## src/rtl/alu_seq_param.sv

```systemverilog
// Purpose: multi-cycle WIDTH-scalable ALU with iterative MUL/DIV and a start/busy/done handshake.
// Latency: single-cycle ops complete on the accepting edge; MUL and DIV (B!=0) take WIDTH more edges.
// Backpressure: none; calculate is taken only in IDLE/DONE and is dropped while an iterative op runs.
//
// Ports:
//   pulse      clock, every state update on the rising edge
//   reset      synchronous active-high reset, takes priority over calculate
//   calculate  start strobe; opcode/opA/opB are captured on the accepting edge
//   opcode     0 ADD 1 SUB 2 MUL 3 DIV 4 AND 5 OR 6 XOR 7 NOT 8 SHL 9 SHR 10 ROL 11 ROR 12 CMP
//   opA, opB   WIDTH-bit operands
//   coreOut    2*WIDTH result register, held until the next accepted op
//   opComplete one-cycle done pulse
//   busy       high while MUL/DIV iterates
//   err        divide-by-zero or illegal opcode, held alongside coreOut
module alu_seq_param #(
  parameter int WIDTH = 8
) (
  input  logic               pulse,
  input  logic               reset,
  input  logic               calculate,
  input  logic [3:0]         opcode,
  input  logic [WIDTH-1:0]   opA,
  input  logic [WIDTH-1:0]   opB,
  output logic [2*WIDTH-1:0] coreOut,
  output logic               opComplete,
  output logic               busy,
  output logic               err
);

  localparam int SHW = $clog2(WIDTH);
  localparam logic [SHW:0] WBITS = WIDTH[SHW:0];

  localparam logic [3:0] OP_ADD = 4'd0;
  localparam logic [3:0] OP_SUB = 4'd1;
  localparam logic [3:0] OP_MUL = 4'd2;
  localparam logic [3:0] OP_DIV = 4'd3;
  localparam logic [3:0] OP_AND = 4'd4;
  localparam logic [3:0] OP_OR  = 4'd5;
  localparam logic [3:0] OP_XOR = 4'd6;
  localparam logic [3:0] OP_NOT = 4'd7;
  localparam logic [3:0] OP_SHL = 4'd8;
  localparam logic [3:0] OP_SHR = 4'd9;
  localparam logic [3:0] OP_ROL = 4'd10;
  localparam logic [3:0] OP_ROR = 4'd11;
  localparam logic [3:0] OP_CMP = 4'd12;

  typedef enum logic [1:0] {IDLE, ITER, DONE} state_t;

  state_t               state;
  logic [SHW-1:0]       counter;
  logic                 isDiv;
  logic [2*WIDTH-1:0]   accReg;   // MUL accumulator
  logic [2*WIDTH-1:0]   mcand;    // MUL multiplicand, shifted left each step
  logic [WIDTH-1:0]     shReg;    // MUL: multiplier shifting right; DIV: dividend in / quotient out
  logic [WIDTH-1:0]     bReg;     // DIV divisor
  logic [WIDTH-1:0]     remReg;   // DIV partial remainder

  // ---------------- single-cycle result path ----------------
  logic [2*WIDTH-1:0] aExt, bExt, singleRes;
  logic               singleErr;
  logic [SHW-1:0]     shAmt;
  logic [SHW:0]       rotBack;
  logic [WIDTH-1:0]   rotL, rotR;
  logic               startIter;

  assign aExt    = {{WIDTH{1'b0}}, opA};
  assign bExt    = {{WIDTH{1'b0}}, opB};
  assign shAmt   = opB[SHW-1:0];
  // Complementary shift for rotates; at shAmt==0 it equals WIDTH and shifts everything out.
  assign rotBack = WBITS - {1'b0, shAmt};
  assign rotL    = (opA << shAmt) | (opA >> rotBack);
  assign rotR    = (opA >> shAmt) | (opA << rotBack);

  assign startIter = calculate &&
                     ((opcode == OP_MUL) || ((opcode == OP_DIV) && (opB != '0)));

  always_comb begin
    singleRes = '0;
    singleErr = 1'b0;
    case (opcode)
      OP_ADD: singleRes = aExt + bExt;
      OP_SUB: singleRes = aExt - bExt;  // 2*WIDTH wraparound gives the sign extension
      OP_AND: singleRes = {{WIDTH{1'b0}}, opA & opB};
      OP_OR:  singleRes = {{WIDTH{1'b0}}, opA | opB};
      OP_XOR: singleRes = {{WIDTH{1'b0}}, opA ^ opB};
      OP_NOT: singleRes = {{WIDTH{1'b0}}, ~opA};
      OP_SHL: singleRes = aExt << shAmt;
      OP_SHR: singleRes = aExt >> shAmt;
      OP_ROL: singleRes = {{WIDTH{1'b0}}, rotL};
      OP_ROR: singleRes = {{WIDTH{1'b0}}, rotR};
      OP_CMP: singleRes = {{(2*WIDTH-3){1'b0}}, opA > opB, opA == opB, opA < opB};
      OP_DIV: begin  // only reaches here with opB == 0
        singleRes = '1;
        singleErr = 1'b1;
      end
      OP_MUL: singleRes = '0;  // always iterative
      default: singleErr = 1'b1;
    endcase
  end

  // ---------------- iterative step datapath ----------------
  logic [2*WIDTH-1:0] mulNext;
  logic [WIDTH:0]     divShift;
  logic               divGe;
  logic [WIDTH-1:0]   remNext, quoNext;

  assign mulNext  = accReg + (shReg[0] ? mcand : '0);
  assign divShift = {remReg, shReg[WIDTH-1]};
  assign divGe    = divShift >= {1'b0, bReg};
  // When divGe the true difference is < bReg, so a WIDTH-bit subtract is exact.
  assign remNext  = divGe ? (divShift[WIDTH-1:0] - bReg) : divShift[WIDTH-1:0];
  assign quoNext  = {shReg[WIDTH-2:0], divGe};

  always_ff @(posedge pulse) begin
    if (reset) begin
      state      <= IDLE;
      coreOut    <= '0;
      opComplete <= 1'b0;
      busy       <= 1'b0;
      err        <= 1'b0;
      counter    <= '0;
      isDiv      <= 1'b0;
      accReg     <= '0;
      mcand      <= '0;
      shReg      <= '0;
      bReg       <= '0;
      remReg     <= '0;
    end else begin
      opComplete <= 1'b0;
      case (state)
        IDLE, DONE: begin
          if (calculate) begin
            if (startIter) begin
              state   <= ITER;
              busy    <= 1'b1;
              err     <= 1'b0;
              counter <= SHW'(WIDTH - 1);
              isDiv   <= (opcode == OP_DIV);
              accReg  <= '0;
              remReg  <= '0;
              mcand   <= aExt;
              bReg    <= opB;
              shReg   <= (opcode == OP_DIV) ? opA : opB;
            end else begin
              state      <= DONE;
              coreOut    <= singleRes;
              err        <= singleErr;
              opComplete <= 1'b1;
            end
          end else begin
            state <= IDLE;
          end
        end
        ITER: begin
          if (isDiv) begin
            remReg <= remNext;
            shReg  <= quoNext;
          end else begin
            accReg <= mulNext;
            mcand  <= mcand << 1;
            shReg  <= shReg >> 1;
          end
          if (counter == '0) begin
            coreOut    <= isDiv ? {remNext, quoNext} : mulNext;
            busy       <= 1'b0;
            opComplete <= 1'b1;
            state      <= DONE;
          end else begin
            counter <= counter - 1'b1;
          end
        end
        default: state <= IDLE;
      endcase
    end
  end

endmodule

```

## config.mk

```make
export PLATFORM = sky130hd
export DESIGN_NAME = alu_seq_param
export DESIGN_NICKNAME = d
export VERILOG_FILES = /design/src/rtl/alu_seq_param.sv
export SDC_FILE = /design/constraint.sdc
export NUM_CORES = 1
export LEC_CHECK = 0
export ABC_AREA = 0
export BUFFER_PORTS_ARGS = -buffer_cell sky130_fd_sc_hd__buf_2
export CORE_MARGIN = 3
export CORE_UTILIZATION = 50
export CTS_BUF_LIST = sky130_fd_sc_hd__clkbuf_8
export DETAILED_ROUTE_END_ITERATION = 8
export GPL_TIMING_DRIVEN = 0
export MAX_ROUTING_LAYER = met4
export PLACE_DENSITY = 0.67
export SLEW_MARGIN = 15
export SYNTH_ARGS = -nofsm -noshare
export SYNTH_HDL_FRONTEND = slang
export SYNTH_SLANG_ARGS = --single-unit
```

## constraint.sdc

```tcl
create_clock -name pulse -period 3.5 [get_ports pulse]
set_input_delay 0.175 -clock pulse [delete_from_list [all_inputs] [get_ports pulse]]
set_output_delay 0.175 -clock pulse [all_outputs]
set_load 0.01 [all_outputs]
```

Word level (Yosys, flattened, before mapping) --
Index checks and enable logic that the tools add are counted.
Word-level totals: bits in registers 81, output and inout port bits 19
Operators by class: $add $sub $neg 6, $lt $le $gt $ge 3, eq/ne operators 22, shifts and indexed selects 6, multiplexer cells 43, bitwise gates (word level) 6, reductions and logical operators 18
Operators with widths (number):
- $pmux W16 S12 | 1
- $mux W16 | 11
- $pmux W16 S2 | 3
- $mux W8 | 8
- $pmux W8 S2 | 2
- $or A8 B8 Y8 | 3
- $eq A4 B4 Y1 const B | 5
- $reduce_and A4 Y1 | 5
- $add A16 B16 Y16 | 1
- $eq A4 B3 Y1 const B | 4
- $shl A8 B3 Y16 | 1
- $shr A8 B3 Y16 | 1
- $ne A2 B2 Y1 const B | 7
- $reduce_or A12 Y1 | 1
- $add A8 B8 Y9 | 1
- $ge A9 B8 Y1 | 1
- $mux W3 | 3
- $sub A8 B8 Y9 | 1
- $and A8 B8 Y8 | 1
- $eq A4 B2 Y1 const B | 2
- $eq A8 B8 Y1 | 1
- $gt A8 B8 Y1 | 1
- $lt A8 B8 Y1 | 1
- $mux W1 | 8
- other kinds (26) | 31

Logic depth before layout (Yosys ltp) --
Gate-level depths: netlist of the first run.
depth in word-level cells 7, depth in mapped cells 12, gate-level depth less buffers 11

Worst setup path before layout of the first run --
Ideal clock, no wire load.
kind input -> register, start point in opB[1], end point reg coreOut[4], setup time 0.134 ns, data arrival time 2.527 ns, path slack 0.839 ns, stages on the path 11, buffers on the path 2, path through buf_6 -> buf_8 -> clkinv_1 -> ha_1 -> mux2_2 -> and2_1 -> o21ai_0 -> a21oi_1 -> or4_1 -> o31ai_1 -> a211oi_1
Between the ends: longest elaborated chain between the ends 7
RTL lines:
- from (decl) | line 23 | input logic [WIDTH-1:0] opB,
- $sub A4 B3 Y4 | line 70 | assign rotBack = WBITS - {1'b0, shAmt};
- $shl A8 B4 Y8 / $shr A8 B4 Y8 (equally long branches) | line 72, 71
- $or A8 B8 Y8, on equally long branches | line 72, 71
- $pmux W16 S12 | line 80 | case (opcode)
- $mux W16 | line 133 | if (startIter) begin
- $mux W16 | line 132 | if (calculate) begin
- $pmux W16 S2 | line 130 | case (state)
- to (signal assigned) | line 146 | coreOut <= singleRes;
- to (signal assigned) | line 164 | coreOut <= isDiv ? {remNext, quoNext} : mulNext;
- to (decl) | line 24 | output logic [2*WIDTH-1:0] coreOut,
Several ways; a longest one is shown, not always the timed one. The select of a mux whose other input is x is not followed. A chain may end at the register's enable or synchronous reset.

Final worst setup path of the first run --
Ends and elaborated chain as after synthesis.

==> results of run 1 <==
[worst reg2reg max path: stages (launching register included)]
cell and delay (ns):
dfxtp_1 0.56, clkbuf_1 0.35, and2_1 0.19, ha_1 0.26, o21a_1 0.19, o21a_1 0.16
o22ai_1 0.36, o21ai_0 0.23, o21ai_0 0.26, mux2i_1 0.31, a311oi_1 0.14
[state kept, by name, summed over array words and instances (netlist names)]
signal and count:
accReg 16, shReg 8, err 1, bReg 8
coreOut 16, opComplete 1, state 2, remReg 8
mcand 16, counter 3, isDiv 1, busy 1
[routing by layer]
layer  wire, um  vias up  track usage [%]
li1           -     3733                -
met1      12000     3812             48.3
met2      12100      455             51.4
met3       2770       75             5.13
met4        982        0             13.3
met5          0        -                -
[cell type report]
| type | instances | area (um2) |
|---|---|---|
| tap | 184 | 230 |
| timing repair buffer | 38 | 190 |
| sequential | 81 | 1620 |
| multi-input combinational | 792 | 5280 |
| inverter | 45 | 169 |
| fill | 1463 | 6470 |
| clock inverter | 7 | 108 |
| antenna | 1 | 2.50 |
| clock buffer | 9 | 124 |
| buffer | 75 | 400 |
[layout by cell type, fill, tap and decap left out, types with 30 or more instances in the layout]
cell type / instances
nand2_1: 111
ha_1: 51
nor2_1: 108
o21ai_0: 43
a21oi_1: 92
clkbuf_1: 37
a211oi_1: 30
buf_2: 58
inv_1: 43
dfxtp_1: 81
[final timing paths]
check / endpoint / slack, ns / depth (start not counted)
max reg2reg: coreOut[14] / 0.35 / 10
min: state[1] / 0.06 / 2
min reg2reg: bReg[1] / 0.46 / 2
max: coreOut[4] / 0.22 / 13
[kinds of logic (layout without fill, tap and decap cells)]
group	count (synthesis)	in the layout	share of synthesized area, %
flops	81	81	21.7
compound gates	302	302	27.3
fa+ha+maj	55	55	9.62
xor+xnor	24	24	2.82
mux	29	29	6.32
buf+inv	120	174	7.61
other cells	0	1	0
simple gates	382	382	24.6
[metrics by stage]
stage | total power [uW] | instances | setup TNS, ns | worst slack, ns | hold WS (ns)
floorplan | 1460 | 993 | 0 | 0.839 | 0.311
global placement | 1680 | 1215 | -0.628 | -0.251 | 0.428
detailed placement | 1680 | 1215 | -0.452 | -0.194 | 0.436
CTS | 2490 | 1231 | 0 | 0.208 | 0.0462
global route | 2610 | 1232 | 0 | 0.0728 | 0.0596
finish | 2510 | 1232 | 0 | 0.220 | 0.0580
[power groups by stage]
stage               Combinational, uW  Sequential (uW)  Clock, uW
floorplan                         458              997          0
global placement                  687              995          0
detailed placement                685              996          0
CTS                               689              974        827
global route                      764              979        867
finish                            711              976        824
==> qor.csv, run 1 <==
stage,metric,value,unit
yosys,#FFs+latches synth,81,
global_route,largest net degree at the start of global routing,17,
yosys,largest area contributor in the netlist,dfxtp_1,
route,"antenna viol nets, final",0,
yosys,most common cell in the synthesized netlist,nand2_1,
critical_path,Worst Setup End Kind,register,
sta,Tcrit/Tclk final,93.7,%
placed_design,placer congestion estimate,1.04,
route,DR iter-0 viols,1057,
placed_design,dpl hpwl,21.7,mm
cts,CTS root buffer,clkbuf_8,
critical_path,Worst Path Buf+Inv,5,
yosys,Syn Area/Cell,7.51,um2
critical_path,"Largest delay share family, worst path",buffers and inverters,
yosys,synth unique cells,83,
floorplan,initial core utilization,51.1,%
yosys,ys flop type,dfxtp_1,
power,Power Density,309,nW/um2
route,average vias per placed instance,6.55,
critical_path,Reg-to-Reg Start,shReg[0],
critical_path,slowest stage cell on the critical path,ha_1,
critical_path,worst path arrival time,3.52,ns
layout,layout cells sized above 1,11.7,%
critical_path,Setup CP Type,in -> reg,
power,sequential share of power,38.9,%
yosys,commonest cells in the netlist,"111 x nand2_1, 108 x nor2_1, 92 x a21oi_1",
layout,Syn-to-layout area delta,8.85,%
yosys,ys async rst share,0,%
power,Pint,1620,uW
global_route,Total GRT Usage,34.9,%
sta,FMAX,305,MHz
yosys,Synth Warn #,0,
sta,"Hold Vio Cnt, Final",0,
cts,Post-CTS Setup Inserts,0,
sta,Slew @ Worst Pin,1.17,ns
floorplan,Die Ht,128,um
power,sw frac,35.3,%
sta,Worst slew margin,21.3,%
placed_design,Placement Cell Area,7880,um2
sta,Final Setup Violations,0,
placed_design,port buffer count,38,
power,sw power,887,uW
cts,PostCTS Resize Cnt,0,
floorplan,total core area,14600,um2
power,leakage power,0.00321,uW
yosys,number of flops mapped to enable cells by yosys,0,
route,final wirelength,27.8,mm
yosys,synthesized cell area,7460,um2
cts,clock-pin slew on the worst setup and hold paths,0.09,ns
cts,H-tree levels,3,
global_route,total global routing overflow,0,
critical_path,crit path cell chain,buf_2 -> buf_6 -> buf_8 -> clkinv_1 -> ha_1 -> buf_4 -> mux2i_1 -> nor2_1 -> o21ai_0 -> a21oi_1 -> or4_1 -> o31ai_1 -> a211oi_1,
critical_path,Critical Path Source,opB[1],
run_status,outcome,"finished, final reports clean",
hold_path,worst min-delay path class,in -> reg,
cts,CTS Hold Bufs,0,
hold_path,Hold Startpoint,reset,
layout,post-route cell area,8120,um2
power,clock share of power,32.8,%
cts,Skew-Pair Late Insertion Delay,0.39,ns
sta,minimum clock period,3.28,ns
sta,skew final,0.0183,ns
floorplan,row cnt,44,
critical_path,Worst Path Required,3.74,ns
yosys,area share of the largest cell type after synthesis,21.7,%
floorplan,die width,128,um
yosys,Syn Inst Count,993,
cts,clock tree buffer depth,2,
yosys,Syn Nets,1071,
cts,Num CTS Buffers,9,
cts,TritonCTS clock tree,built,
layout,fin util,55.7,%
global_route,initial antenna violation count,1,
power,part of the power in combinational logic,28.3,%
global_route,number of global-route vias before repair,7539,
critical_path,CP Launch Type,input port,
route,post-detailed-route DRC marker count,0,
run,Max-Cap Viols,0,
sta,RSZ-0062 raised after global routing,false,
route,via count,8075,
route,drt wl/cell,22.6,um
critical_path,Slowest Stage Delay on Critical Path,0.59,ns
sta,fin. max-slew vios,0,
route,drt pass-1 iters,5,
cts,CTS Sinks,81,
yosys,main area contributors after synthesis,"dfxtp_1 22%, ha_1 8.6%, a21oi_1 6.2%",
global_route,first-pass GRT wire length,43.0,mm
critical_path,Crit Path Max Fanout,11,
power,maximum vdd drop,179,uV
floorplan,die area,16400,um2
yosys,register area share after synthesis,21.7,%
floorplan,boundary pin count,42,
layout,# nets final,1120,
(Power assumes the default switching activity.)
==> run 2: changes to the inputs <==
--- a/config.mk
+++ b/config.mk
@@ -13,7 +13,7 @@
 export DETAILED_ROUTE_END_ITERATION = 8
 export GPL_TIMING_DRIVEN = 0
 export MAX_ROUTING_LAYER = met4
-export PLACE_DENSITY = 0.67
+export PLACE_DENSITY = 0.78
 export SLEW_MARGIN = 15
 export SYNTH_ARGS = -nofsm -noshare
 export SYNTH_HDL_FRONTEND = slang
==> constraint.sdc (replaced) <==
create_clock -name pulse -period 3.5 [get_ports pulse]
set_input_delay 0.525 -clock pulse [delete_from_list [all_inputs] [get_ports pulse]]
set_output_delay 0.525 -clock pulse [all_outputs]
set_load 0.01 [all_outputs]
==> run 2 against run 1 <==
First-iteration DRC count increased by 5.2%. Critical path type unchanged. Critical path depth decreased by 2. Largest power group unchanged. Routed wire length decreased by 4.2%. Worst setup slack got worse by 0.17 ns. Die area unchanged. Count of clock-buffer cells in the layout increased by 1. Fmax decreased by 5.0%. Utilization decreased by 0.21 points. Largest cell class unchanged. Sequential power about the same.
==> qor.csv, run 2 (synthesis gave the netlist of run 1 again) <==
stage,metric,value,unit
sta,Setup WS post-layout,0.0464,ns
global_route,initial antenna violation count,0,
critical_path,Reg-to-Reg Start,shReg[0],
power,leakage power,0.00321,uW
critical_path,FF-to-FF path depth,9,
power,sequential share of power,41.4,%
placed_design,port buffer count,38,
sta,"Hold Vio Cnt, Final",0,
layout,fill count,1431,
sta,minimum clock period,3.45,ns
hold_path,worst min-delay path class,in -> reg,
cts,TritonCTS clock tree,built,
placed_design,dpl hpwl,20.7,mm
route,final wirelength,26.7,mm
placed_design,Placement Cell Area,7890,um2
cts,clock-pin slew on the worst setup and hold paths,0.08,ns
layout,# nets final,1119,
global_route,first-pass GRT wire length,41.1,mm
critical_path,worst path arrival time,3.67,ns
sta,FMAX,290,MHz
cts,Post-CTS Setup Inserts,0,
critical_path,slowest stage cell on the critical path,or4_1,
floorplan,die width,128,um
power,sw frac,34.3,%
route,DR iter-0 viols,1112,
critical_path,"Largest delay share family, worst path",compound AO/OA/AOI/OAI gates,
floorplan,initial core utilization,51.1,%
route,DR top layer,met4,
critical_path,reg2reg end,coreOut[9],
sta,RSZ-0062 raised after global routing,false,
critical_path,Worst Path Required,3.71,ns
placed_design,placed insts,1215,
floorplan,boundary pin count,42,
power,sw power,806,uW
critical_path,crit path cell chain,buf_2 -> clkbuf_1 -> inv_1 -> ha_1 -> fa_1 -> xor2_1 -> a21oi_1 -> a221oi_1 -> or4_1 -> a311oi_1 -> o22ai_1,
layout,post-route cell area,8090,um2
cts,CTS root buffer,clkbuf_8,
layout,fin util,55.5,%
cts,H-tree levels,3,
global_route,number of global-route vias before repair,7423,
cts,Num CTS Buffers,9,
power,part of the power in combinational logic,30.0,%
critical_path,R2R Setup Slk,0.40,ns
run,Max-Cap Viols,0,
layout,n_diodes,0,
layout,most frequent cells in the layout,"111 x nand2_1, 108 x nor2_1, 92 x a21oi_1, 81 x dfxtp_1, 58 x buf_2",
floorplan,die area,16400,um2
sta,setup TNS,0,ns
floorplan,total core area,14600,um2
power,Power Density,291,nW/um2
layout,largest registers,"accReg x16, coreOut x16, mcand x16",
placed_design,pre-CTS setup slack,-0.663,ns
power,Pint,1550,uW
critical_path,Setup CP Type,in -> reg,
critical_path,Worst Setup End Kind,register,
floorplan,Die Ht,128,um
critical_path,Crit Path Max Fanout,10,
sta,Worst slew margin,40.1,%
route,met3 wire len,2.41,mm
floorplan,row cnt,44,
route,drt pass-1 iters,5,
critical_path,Worst Path Buf+Inv,3,
placed_design,placer congestion estimate,1.03,
route,average vias per placed instance,6.57,
route,via count,8068,
cts,CTS Hold Bufs,0,
layout,final std cells w/o fill,1228,
hold_path,Hold Startpoint,reset,
route,met1 wire length,10.8,mm
sta,fin. max-slew vios,0,
critical_path,CP Launch Type,input port,
route,WL met2,12.1,mm
run_status,outcome,"finished, final reports clean",
layout,layout cells sized above 1,12.3,%
critical_path,Slowest Stage Delay on Critical Path,0.54,ns
sta,Slew @ Worst Pin,0.893,ns
cts,clock tree buffer depth,2,
sta,skew final,0.0104,ns
route,"antenna viol nets, final",0,
sta,Tcrit/Tclk final,98.7,%
route,drt wl/cell,21.7,um
cts,CTS Sinks,81,
layout,Syn-to-layout area delta,8.43,%
sta,Final Setup Violations,0,
global_route,total global routing overflow,0,
hold_path,hold path depth,2,
global_route,Total GRT Usage,32.6,%
global_route,largest net degree at the start of global routing,20,
layout,"commonest non-fill, non-tap cell in the layout",nand2_1,
power,maximum vdd drop,168,uV
cts,Skew-Pair Late Insertion Delay,0.35,ns
hold_path,WHS Endpoint,state[1],
power,clock share of power,28.6,%
route,post-detailed-route DRC marker count,0,
run 2: cell count changes in the layout (fill, tap and decap cells not counted), sizes merged:
cell and delta:
clkinv +3, diode -1, bufinv -1, inv -4, clkinvlp -1
run 2: worst max-delay path by stage:
stage	slack (ns)	from	endpoint	depth (start not counted)
2_1_floorplan	0.49	opB[1]	coreOut[4]	11
3_3_place_gp	-0.69	opB[1]	coreOut[5]	12
3_5_place_dp	-0.66	opB[1]	coreOut[5]	12
4_1_cts	0.04	opA[5]	coreOut[2]	11
5_1_grt	0.008	opA[2]	coreOut[2]	12
6_report	0.05	opA[0]	coreOut[2]	11
run 2: stage by stage:
step	hold WS [ns]	power [uW]
3_3_place_gp	0.442	1670
4_1_cts	0.406	2330
3_5_place_dp	0.448	1670
2_1_floorplan	0.436	1460
5_1_grt	0.417	2450
6_report	0.409	2350
run 2: cell type report:
type,instances,area [um2],share of cell area (%)
Clock inverter,4,45.0,0.557
Inverter,45,170,2.10
Buffer,74,400,4.95
Tap cell,184,230,2.85
Timing Repair Buffer,38,190,2.35
Clock buffer,10,138,1.70
Multi-Input combinational cell,792,5300,65.5
Sequential cell,81,1620,20.0
run 2: layer usage:
layer  GRT usage (%)  up-vias
li1                -     3718
met1            42.3     3771
met2            51.4      483
met3            3.75       96
met4            14.4        0
met5               -        -
run 2: timing repair:
action	CTS	global route
pin swaps	0	1
endpoints found under the setup margin	5	5
gates resized for setup	2	12
hold endpoints to repair	0	0
run 2: worst register-to-register path, cell delays in order, from the launching register on:
cell and delay (ns):
dfxtp_1 0.54, clkbuf_1 0.32, and2_1 0.18, ha_1 0.28
a21o_1 0.21, o31ai_1 0.50, a21oi_1 0.16, xnor2_1 0.28
nor2_1 0.11, o41a_1 0.42
run 2: power by group through the flow:
stage	Combinational, uW	Clock (uW)	Sequential [uW]
final	706	672	974
after global routing	754	714	978
after CTS	682	670	973
after detailed placement	680	0	995
after global placement	678	0	994
after floorplan	458	0	997
